## src/rtl/multiplex.sv

```systemverilog
// multiplex: N-to-1 stream merger with round-robin arbitration.
// Each accepted word is tagged with its source index in the upper bits of
// m_dat, so a downstream demultiplexer can route it back.
// The output stage is a single register: one cycle latency, and full
// throughput because it can drain and reload in the same cycle.
module multiplex #(
    parameter int W  = 8,
    parameter int N  = 2,
    localparam int IW = $clog2(N)
) (
    input  logic              clk,
    input  logic              rst,
    input  logic [N-1:0]      s_stb,
    input  logic [N*W-1:0]    s_dat,
    output logic [N-1:0]      s_rdy,
    input  logic              m_rdy,
    output logic              m_stb,
    output logic [IW+W-1:0]   m_dat
);

    // Output register and the last-grant pointer.
    logic              r_m_stb;
    logic [IW+W-1:0]   r_m_dat;
    logic [IW-1:0]     r_last;

    // Arbitration results.
    logic              w_found;
    logic [IW-1:0]     w_grant;
    logic [W-1:0]      w_pay;
    logic              w_space;
    logic              w_load;

    // Round-robin scan starting just after the last grant and wrapping back
    // to the last grant itself; the first requester encountered wins.
    always_comb begin
        logic [IW-1:0] w_idx;
        w_found = 1'b0;
        w_grant = '0;
        w_idx   = '0;
        for (int k = 1; k <= N; k++) begin
            w_idx = IW'((int'(r_last) + k) % N);
            if (!w_found && s_stb[w_idx]) begin
                w_found = 1'b1;
                w_grant = w_idx;
            end
        end
    end

    // Select the payload of the granted slave.
    always_comb begin
        w_pay = '0;
        for (int i = 0; i < N; i++) begin
            if (w_grant == IW'(i)) begin
                w_pay = s_dat[i*W +: W];
            end
        end
    end

    // The output register may take a new word when it is empty or when its
    // current word leaves this cycle; reset blocks all acceptance.
    always_comb begin
        w_space = !r_m_stb || m_rdy;
        w_load  = w_found && w_space && !rst;
    end

    // Accept strobe goes only to the granted slave, and only on a load.
    always_comb begin
        s_rdy = '0;
        for (int i = 0; i < N; i++) begin
            s_rdy[i] = w_load && (w_grant == IW'(i));
        end
    end

    // Output register and pointer update; the pointer moves only on a load,
    // so a slave withdrawing its request early leaves arbitration untouched.
    always_ff @(posedge clk) begin
        if (rst) begin
            r_m_stb <= 1'b0;
            r_m_dat <= '0;
            r_last  <= IW'(N - 1);
        end else if (w_load) begin
            r_m_stb <= 1'b1;
            r_m_dat <= {w_grant, w_pay};
            r_last  <= w_grant;
        end else if (r_m_stb && m_rdy) begin
            r_m_stb <= 1'b0;
        end
    end

    assign m_stb = r_m_stb;
    assign m_dat = r_m_dat;

endmodule

```

## config.mk

```make
export PLATFORM = sky130hd
export DESIGN_NAME = multiplex
export DESIGN_NICKNAME = d
export VERILOG_FILES = /design/src/rtl/multiplex.sv
export SDC_FILE = /design/constraint.sdc
export NUM_CORES = 1
export LEC_CHECK = 0
export CAP_MARGIN = 5
export CORE_MARGIN = 5
export CORE_UTILIZATION = 35
export DETAILED_ROUTE_END_ITERATION = 8
export PLACE_DENSITY = 0.76
export REMOVE_ABC_BUFFERS = 1
export SYNTH_ARGS = -nofsm -noshare
export SYNTH_HDL_FRONTEND = slang
export SYNTH_SLANG_ARGS = --single-unit
```

## constraint.sdc

```tcl
create_clock -name clk -period 2.8 [get_ports clk]
set_input_delay 0.42 -clock clk [delete_from_list [all_inputs] [get_ports clk]]
set_output_delay 0.42 -clock clk [all_outputs]
set_load 0.02 [all_outputs]
```

## Word-level counts from Yosys, hierarchy flattened

Cells that the tools add are included.

- Input bits: 21
- Output and inout bits: 12
- Bits in registers: 11
- Logic and storage cells: 30

- Muxes and demuxes: 11
- Magnitude comparators: 2
- $add $sub $neg: 2
- Bitwise operators: 1
- Reductions and logical operators: 11

Operators with widths:

| cell | count |
|---|---|
| 1-bit 2-to-1 mux | 10 |
| 8-bit 2-to-1 mux | 1 |
| 1-bit logical AND | 6 |
| 1-bit by 2-bit less-than comparator with 1-bit output, second input constant | 2 |
| 1-bit zero test | 3 |
| 1-bit adder, second input constant | 2 |
| 2-bit nonzero test | 1 |
| 1-bit logical OR | 1 |
| 1-bit NOT | 1 |

## Longest topological paths before layout

Gate-level depths: netlist (run 1).

- Depth in word-level cells: 10
- Depth in mapped cells: 4
- Mapped depth without buffers: 3

## Worst setup path after synthesis (run 1)

No wires, ideal clock.

- Kind: input to output
- Start point: input s_stb[1]
- End point: output s_rdy[0]
- Buffers on the path: 1
- Required time: 2380 ps
- Cell stages on the path: 3
- Setup slack: 1054 ps
- Data arrival time: 1326 ps
- Path through: a21boi_4 > buf_12 > nor4_1

- Word-level cells in the longest chain between the ends: 9
- Elaborated cells between the ends (all ways): 14
- Those cells by class: mux: 8; bitwise: 1; reduce/logical: 5

RTL lines:

| what | RTL line | RTL |
|---|---|---|
| start: declaration | 13 | `input logic [N-1:0] s_stb,` |
| 1-bit 2-to-1 mux (not written as such) (2 in a row) | 42 | `if (!w_found && s_stb[w_idx]) begin` |
| 1-bit 2-to-1 mux | 42 |  |
| 1-bit zero test | 42 |  |
| 1-bit logical AND | 42 |  |
| 1-bit 2-to-1 mux | 42 |  |
| 1-bit logical AND (2 in a row) | 63 | `w_load = w_found && w_space && !rst;` |
| 1-bit logical AND * | 70 | `s_rdy[i] = w_load && (w_grant == IW'(i));` |
| end: declaration | 15 | `output logic [N-1:0] s_rdy,` |

Mark *: on every way between the ends. The rest lies on a longest branch, timed or not. The select of a mux whose other input is x is not followed.

## Final worst setup path (run 1)

- Start point: input s_stb[1]
- End point: output s_rdy[1]

The elaborated chain is that of the path after synthesis.

==> results of run 1 <==
[registers in the layout, summed over array words and instances, names as in the netlist]
| signal | flops |
|---|---|
| m_dat | 9 |
| m_stb | 1 |
| r_last | 1 |
[power breakdown]
group          leakage (nW)  internal (mW)  switching (mW)
combinational         0.228         0.0706          0.0566
sequential           0.0913          0.170         0.00764
clock                0.0150         0.0551          0.0509
total                 0.334          0.296           0.115
[logic make-up (layout without fill, tap and decap cells)]
family                 after synthesis  count (layout)  synth area share [%]
buffers and inverters                5              40                  6.91
AND/OR/NAND/NOR                      9               9                  10.4
AO/OA/AOI/OAI                       21              21                  27.4
flip-flops                          11              11                  40.6
multiplexers                         8               8                  14.7
[final cells by class]
| class | count | area [sq um] |
|---|---|---|
| Timing Repair Buffer | 35 | 343 |
| Multi-Input combinational cell | 38 | 285 |
| Sequential cell | 11 | 220 |
| Fill cell | 132 | 591 |
| Clock buffer | 4 | 26.3 |
| Inverter | 1 | 3.75 |
| Tap cell | 16 | 20.0 |
[how the worst min path moves through the flow]
stage          slack (ns)             startpoint                     to
6_report             0.48  m_dat[8]$_SDFFE_PP0P_  m_dat[8]$_SDFFE_PP0P_
3_3_place_gp         0.47  m_dat[8]$_SDFFE_PP0P_  m_dat[8]$_SDFFE_PP0P_
5_1_grt              0.53  m_dat[8]$_SDFFE_PP0P_  m_dat[8]$_SDFFE_PP0P_
3_5_place_dp         0.47  m_dat[8]$_SDFFE_PP0P_  m_dat[8]$_SDFFE_PP0P_
2_1_floorplan        0.49                    rst  m_dat[8]$_SDFFE_PP0P_
4_1_cts              0.48  m_dat[8]$_SDFFE_PP0P_  m_dat[8]$_SDFFE_PP0P_
[worst reg2reg max path, stage by stage, from the launching register on]
cell                       delay, ns
sky130_fd_sc_hd__dfxtp_1        0.34
sky130_fd_sc_hd__a21boi_4       0.29
sky130_fd_sc_hd__buf_4          0.22
sky130_fd_sc_hd__mux2i_1        0.22
sky130_fd_sc_hd__a211oi_1       0.10
[cell usage after synthesis]
library cell,instances
sky130_fd_sc_hd__buf_2,2
sky130_fd_sc_hd__clkbuf_1,1
sky130_fd_sc_hd__mux2i_1,8
sky130_fd_sc_hd__dfxtp_1,11
sky130_fd_sc_hd__or2_1,1
sky130_fd_sc_hd__a21boi_4,1
sky130_fd_sc_hd__a31oi_1,6
sky130_fd_sc_hd__nand3_1,2
sky130_fd_sc_hd__a311oi_1,2
sky130_fd_sc_hd__nand2b_1,1
sky130_fd_sc_hd__inv_1,1
sky130_fd_sc_hd__a211oi_1,6
sky130_fd_sc_hd__nor4_1,1
sky130_fd_sc_hd__o21ai_0,2
sky130_fd_sc_hd__nor2_1,1
sky130_fd_sc_hd__nor2b_1,1
sky130_fd_sc_hd__buf_12,1
sky130_fd_sc_hd__and2_2,1
sky130_fd_sc_hd__nor3_2,1
sky130_fd_sc_hd__a21oi_1,4
[metrics by stage]
| stage | hold slack (ns) | instance area [sq um] | util (%) | total power, mW | instances |
|---|---|---|---|---|---|
| 3_3_place_gp | 0.466 | 872 | 58.6 | 0.306 | 101 |
| 5_1_grt | 0.531 | 898 | 60.3 | 0.435 | 105 |
| 3_5_place_dp | 0.475 | 872 | 58.6 | 0.308 | 101 |
| 4_1_cts | 0.484 | 898 | 60.3 | 0.416 | 105 |
| 6_report | 0.482 | 898 | 60.3 | 0.411 | 105 |
| 2_1_floorplan | 0.489 | 509 | - | 0.237 | 50 |
[metal layers]
metal  up-vias  GRT usage [%]
li1        282              -
met1       258           14.9
met5         -              0
met4         0           6.55
met2        23           20.6
met3         2           5.20
==> flow_summary.json, run 1 <==
{
  "dieArea_sq_mm": 0.00244,
  "route.antenna.remaining_nets": 0,
  "clock_tree_from_tritoncts": "done",
  "number_of_global_route_vias_before_repair": 552,
  "cpMostUsedCell": "sky130_fd_sc_hd__clkdlybuf4s50_1",
  "timing_hold_violations_final": 0,
  "regToRegEndpoint": "m_dat[6]$_SDFFE_PP0P_",
  "worst_slack_setup_final_ns": 0.332,
  "yosys_warnings": 0,
  "detail_route.first_pass.iterations": 4,
  "clock-sinks": 11,
  "floorplan.die.width_um": 49.4,
  "crit_required_ns": 2.38,
  "grt_antenna_before_repair": 0,
  "critPathSlowestCell": "sky130_fd_sc_hd__clkdlybuf4s50_1",
  "cells_after_synthesis": 54,
  "distinct_cell_type_count_after_synthesis": 20,
  "grt_pass1_wl_mm": 2.48,
  "timing_max_transition_violations_final": 0,
  "slew-limit-headroom_pct": 69.8,
  "die_height_um": 49.4,
  "crit_end": "s_rdy[1]",
  "initial_utilization_pct": 36.5,
  "post_route_cells_drive_above_1_share_pct": 10.1,
  "layout-area-overhead-vs-synth_pct": 65.4,
  "gr_util_all_layers_pct": 13.0,
  "ys_seq_elements": 11,
  "critical-path-max-stage-delay_ns": 0.59,
  "cp-end-kind": "output pin",
  "gp_congestion": 0.819,
  "first_iter_violations": 3,
  "wirelength_met1_um": 701,
  "worst-path-stages": 4,
  "routed-via-count": 565,
  "synth.cell_area_sq_um": 543,
  "final_worst_path_cycle_share_pct": 88.1,
  "fp-row-count": 14,
  "rsz0062_at_grt": "false",
  "placeableCoreArea_sq_mm": 0.00149,
  "post-dp-hpwl_mm": 1.15,
  "timing_worst_slew_pin_value_ns": 0.453,
  "setup.worst_path.start_class": "primary input",
  "proportion_of_netlist_area_held_by_the_largest_area_contributor_pct": 40.6,
  "overflow": 0,
  "grt_start_max_net_pins": 13,
  "portion_of_the_post_synthesis_area_used_by_sequential_elements_pct": 40.6,
  "mostFrequentLayoutCells": "sky130_fd_sc_hd__clkdlybuf4s50_1, sky130_fd_sc_hd__dfxtp_1, sky130_fd_sc_hd__mux2i_1",
  "post_cts_repair_setup_buffers": 0,
  "final_common_cell": "sky130_fd_sc_hd__clkdlybuf4s50_1",
  "setup.worst_path.class": "in -> out",
  "worst-r2r-setup-slack_ns": 1.52,
  "placement.io_buffers": 32,
  "cts_hold_buf": 0,
  "maxCapViolCount": 0,
  "cp_data_arrival_time_ns": 2.05,
  "cts_buffers": 3,
  "crit_path_start": "s_stb[1]",
  "setup_viol": 0,
  "ordered_list_of_cells_on_the_worst_path": "clkdlybuf4s50_1 -> a21boi_4 -> and2_2 -> clkdlybuf4s50_1",
  "cpLargestDelayFamily": "buffers and inverters",
  "layout.nets": 111,
  "power.static_leakage_nw": 0.334,
  "finalClockSkew_ns": 0.000644,
  "synth.area.top_cells": "sky130_fd_sc_hd__dfxtp_1, sky130_fd_sc_hd__mux2i_1, sky130_fd_sc_hd__a211oi_1, sky130_fd_sc_hd__a31oi_1, sky130_fd_sc_hd__a21oi_1",
  "clk_latency_ns": 0.26,
  "drc": 0,
  "synth.largest_area_cell": "sky130_fd_sc_hd__dfxtp_1",
  "cts_repair_resized_insts": 0,
  "met3_wirelength_um": 135,
  "synthesis.area_per_instance_sq_um": 10.1,
  "clock_path_buffers": 2,
  "ir_drop_mv": 0.211,
  "setup-tns-final_ns": 0,
  "final_period_minus_worst_setup_slack_ns": 2.47,
  "ff2ff_path_depth": 4,
  "hp-class": "reg -> reg",
  "powerDensity_mw_per_mm2": 457,
  "crit_buf_inv": 2,
  "crit_fanout": 8,
  "met2_wire_length_um": 700,
  "topRoutingLayerUsed": "met4",
  "route.detailed.wl_per_inst_um": 14.7,
  "regToRegStartpoint": "r_last$_SDFFE_PP1P_",
  "outcome": "finished, final reports clean",
  "inserted_diodes": 0,
  "routed_via_density": 5.38,
  "cts.clk_slew.worst_paths_ns": 0.07,
  "max_freq_mhz": 405,
  "pre_cts_ws_ns": 0.336,
  "drt-total-wl_mm": 1.55,
  "clock-root-buffer": "sky130_fd_sc_hd__clkbuf_4",
  "cts_max_level": 1,
  "hold-path-cell-count": 2,
  "num_io_pins": 33
}
Power figures use the tool's default switching activity.
==> run 2: changes to the inputs <==
--- a/config.mk
+++ b/config.mk
@@ -9,7 +9,7 @@
 export CORE_MARGIN = 5
 export CORE_UTILIZATION = 35
 export DETAILED_ROUTE_END_ITERATION = 8
-export PLACE_DENSITY = 0.76
+export PLACE_DENSITY = 0.77
 export REMOVE_ABC_BUFFERS = 1
 export SYNTH_ARGS = -nofsm -noshare
 export SYNTH_HDL_FRONTEND = slang
==> flow_summary.json, run 2 (synthesis gave the netlist of run 1 again) <==
{
  "outcome": "finished, final reports clean",
  "clock_path_buffers": 2,
  "detail_route.first_pass.iterations": 4,
  "first_iter_violations": 20,
  "final_design_area_no_fill_sq_um": 900,
  "post-dp-hpwl_mm": 1.19,
  "number_of_global_route_vias_before_repair": 567,
  "power.static_leakage_nw": 0.337,
  "final_common_cell": "sky130_fd_sc_hd__clkdlybuf4s50_1",
  "setup.worst_path.start_class": "primary input",
  "routed_via_density": 5.30,
  "timing_hold_violations_final": 0,
  "final_period_minus_worst_setup_slack_ns": 2.41,
  "crit_required_ns": 2.38,
  "grt_antenna_before_repair": 0,
  "max_freq_mhz": 414,
  "cts_repair_resized_insts": 0,
  "setup-tns-final_ns": 0,
  "setup.worst_path.class": "in -> out",
  "drt-total-wl_mm": 1.53,
  "drc": 0,
  "utilization_pct": 60.4,
  "clk_latency_ns": 0.27,
  "route.antenna.remaining_nets": 0,
  "largest_reg_flops": 9,
  "cts_hold_buf": 0,
  "rsz0062_at_grt": "false",
  "grt_pass1_wl_mm": 2.46,
  "cp_data_arrival_time_ns": 1.99,
  "crit_fanout": 5,
  "clock-sinks": 11,
  "setup_viol": 0,
  "route.detailed.wl_per_inst_um": 14.6,
  "cp-end-kind": "output pin",
  "cts_buffers": 3,
  "hp-class": "reg -> reg",
  "initial_utilization_pct": 36.5,
  "timing_worst_slew_pin_value_ns": 0.432,
  "routed-via-count": 556,
  "cts_max_level": 1,
  "detailed_place.area_sq_um": 872,
  "gr_util_all_layers_pct": 12.9,
  "overflow": 0,
  "post_cts_repair_setup_buffers": 0,
  "mostFrequentLayoutCells": "sky130_fd_sc_hd__clkdlybuf4s50_1, sky130_fd_sc_hd__dfxtp_1, sky130_fd_sc_hd__mux2i_1",
  "final_worst_path_cycle_share_pct": 86.2,
  "clock_tree_from_tritoncts": "done",
  "layout.nets": 111,
  "maxCapViolCount": 0,
  "cts.clk_slew.worst_paths_ns": 0.07,
  "powerDensity_mw_per_mm2": 458,
  "gp_congestion": 0.766,
  "finalClockSkew_ns": 0.00271,
  "floorplan.die.width_um": 49.4,
  "grt_start_max_net_pins": 13,
  "die_height_um": 49.4,
  "inserted_diodes": 0,
  "num_io_pins": 33,
  "layout-area-overhead-vs-synth_pct": 65.7,
  "fp-row-count": 14,
  "timing_max_transition_violations_final": 0,
  "post_route_cells_drive_above_1_share_pct": 11.2,
  "placement.io_buffers": 32,
  "slew-limit-headroom_pct": 71.2,
  "placeableCoreArea_sq_mm": 0.00149,
  "dieArea_sq_mm": 0.00244,
  "clock-root-buffer": "sky130_fd_sc_hd__clkbuf_4",
  "worst-r2r-setup-slack_ns": 1.62,
  "ir_drop_mv": 0.217
}
==> run 2: cell types whose count changed in the layout (fill, tap and decap cells not counted), sizes merged <==
cell    before  now
clkinv       0    1
clkbuf       4    3
==> run 2: per-layer routing <==
layer / track usage [%] / wire length, um / vias to the layer above / part of all wire (%)
li1: - / - / 278 / -
met2: 20.4 / 696 / 23 / 45
met4: 6.55 / 19 / 0 / 1.2
met5: 0 / 0 / - / 0
met1: 14.9 / 662 / 253 / 43
met3: 4.89 / 153 / 2 / 10
==> run 2: final timing paths <==
check                                      startpoint                     to  depth (start not counted)
worst max register to register    r_last$_SDFFE_PP1P_  m_dat[0]$_SDFFE_PP0P_                          4
worst min register to register  m_dat[8]$_SDFFE_PP0P_  m_dat[8]$_SDFFE_PP0P_                          2
worst min-delay path            m_dat[8]$_SDFFE_PP0P_  m_dat[8]$_SDFFE_PP0P_                          2
worst max-delay path                         s_stb[0]               s_rdy[1]                          5
==> run 2: final cells by class <==
type	instances	area (sq um)
Inverter	1	3.75
Multi-Input combinational cell	38	285
Fill cell	132	589
Sequential cell	11	220
Clock inverter	1	5.00
Timing Repair Buffer	35	343
Tap cell	16	20.0
Clock buffer	3	22.5
==> run 2: per-stage QoR <==
stage	instances	hold slack, ns	worst slack (ns)	power (mW)
2_1_floorplan	50	0.489	1.11	0.237
3_3_place_gp	101	0.476	0.407	0.306
3_5_place_dp	101	0.487	0.388	0.308
4_1_cts	105	0.498	0.367	0.416
5_1_grt	105	0.543	0.294	0.433
6_report	105	0.501	0.385	0.412
==> run 2: critical path: stages <==
cell,delay [ns]
sky130_fd_sc_hd__clkdlybuf4s50_1,0.55
sky130_fd_sc_hd__nor2_1,0.12
sky130_fd_sc_hd__nor3_2,0.13
sky130_fd_sc_hd__and2_2,0.17
sky130_fd_sc_hd__clkdlybuf4s50_1,0.60
==> run 2: report_power, final <==
part,switching (mW),internal (mW),total (mW)
Clock,0.0546,0.0530,0.108
Sequential,0.00751,0.170,0.177
Combinational,0.0561,0.0706,0.127
Total,0.118,0.293,0.412
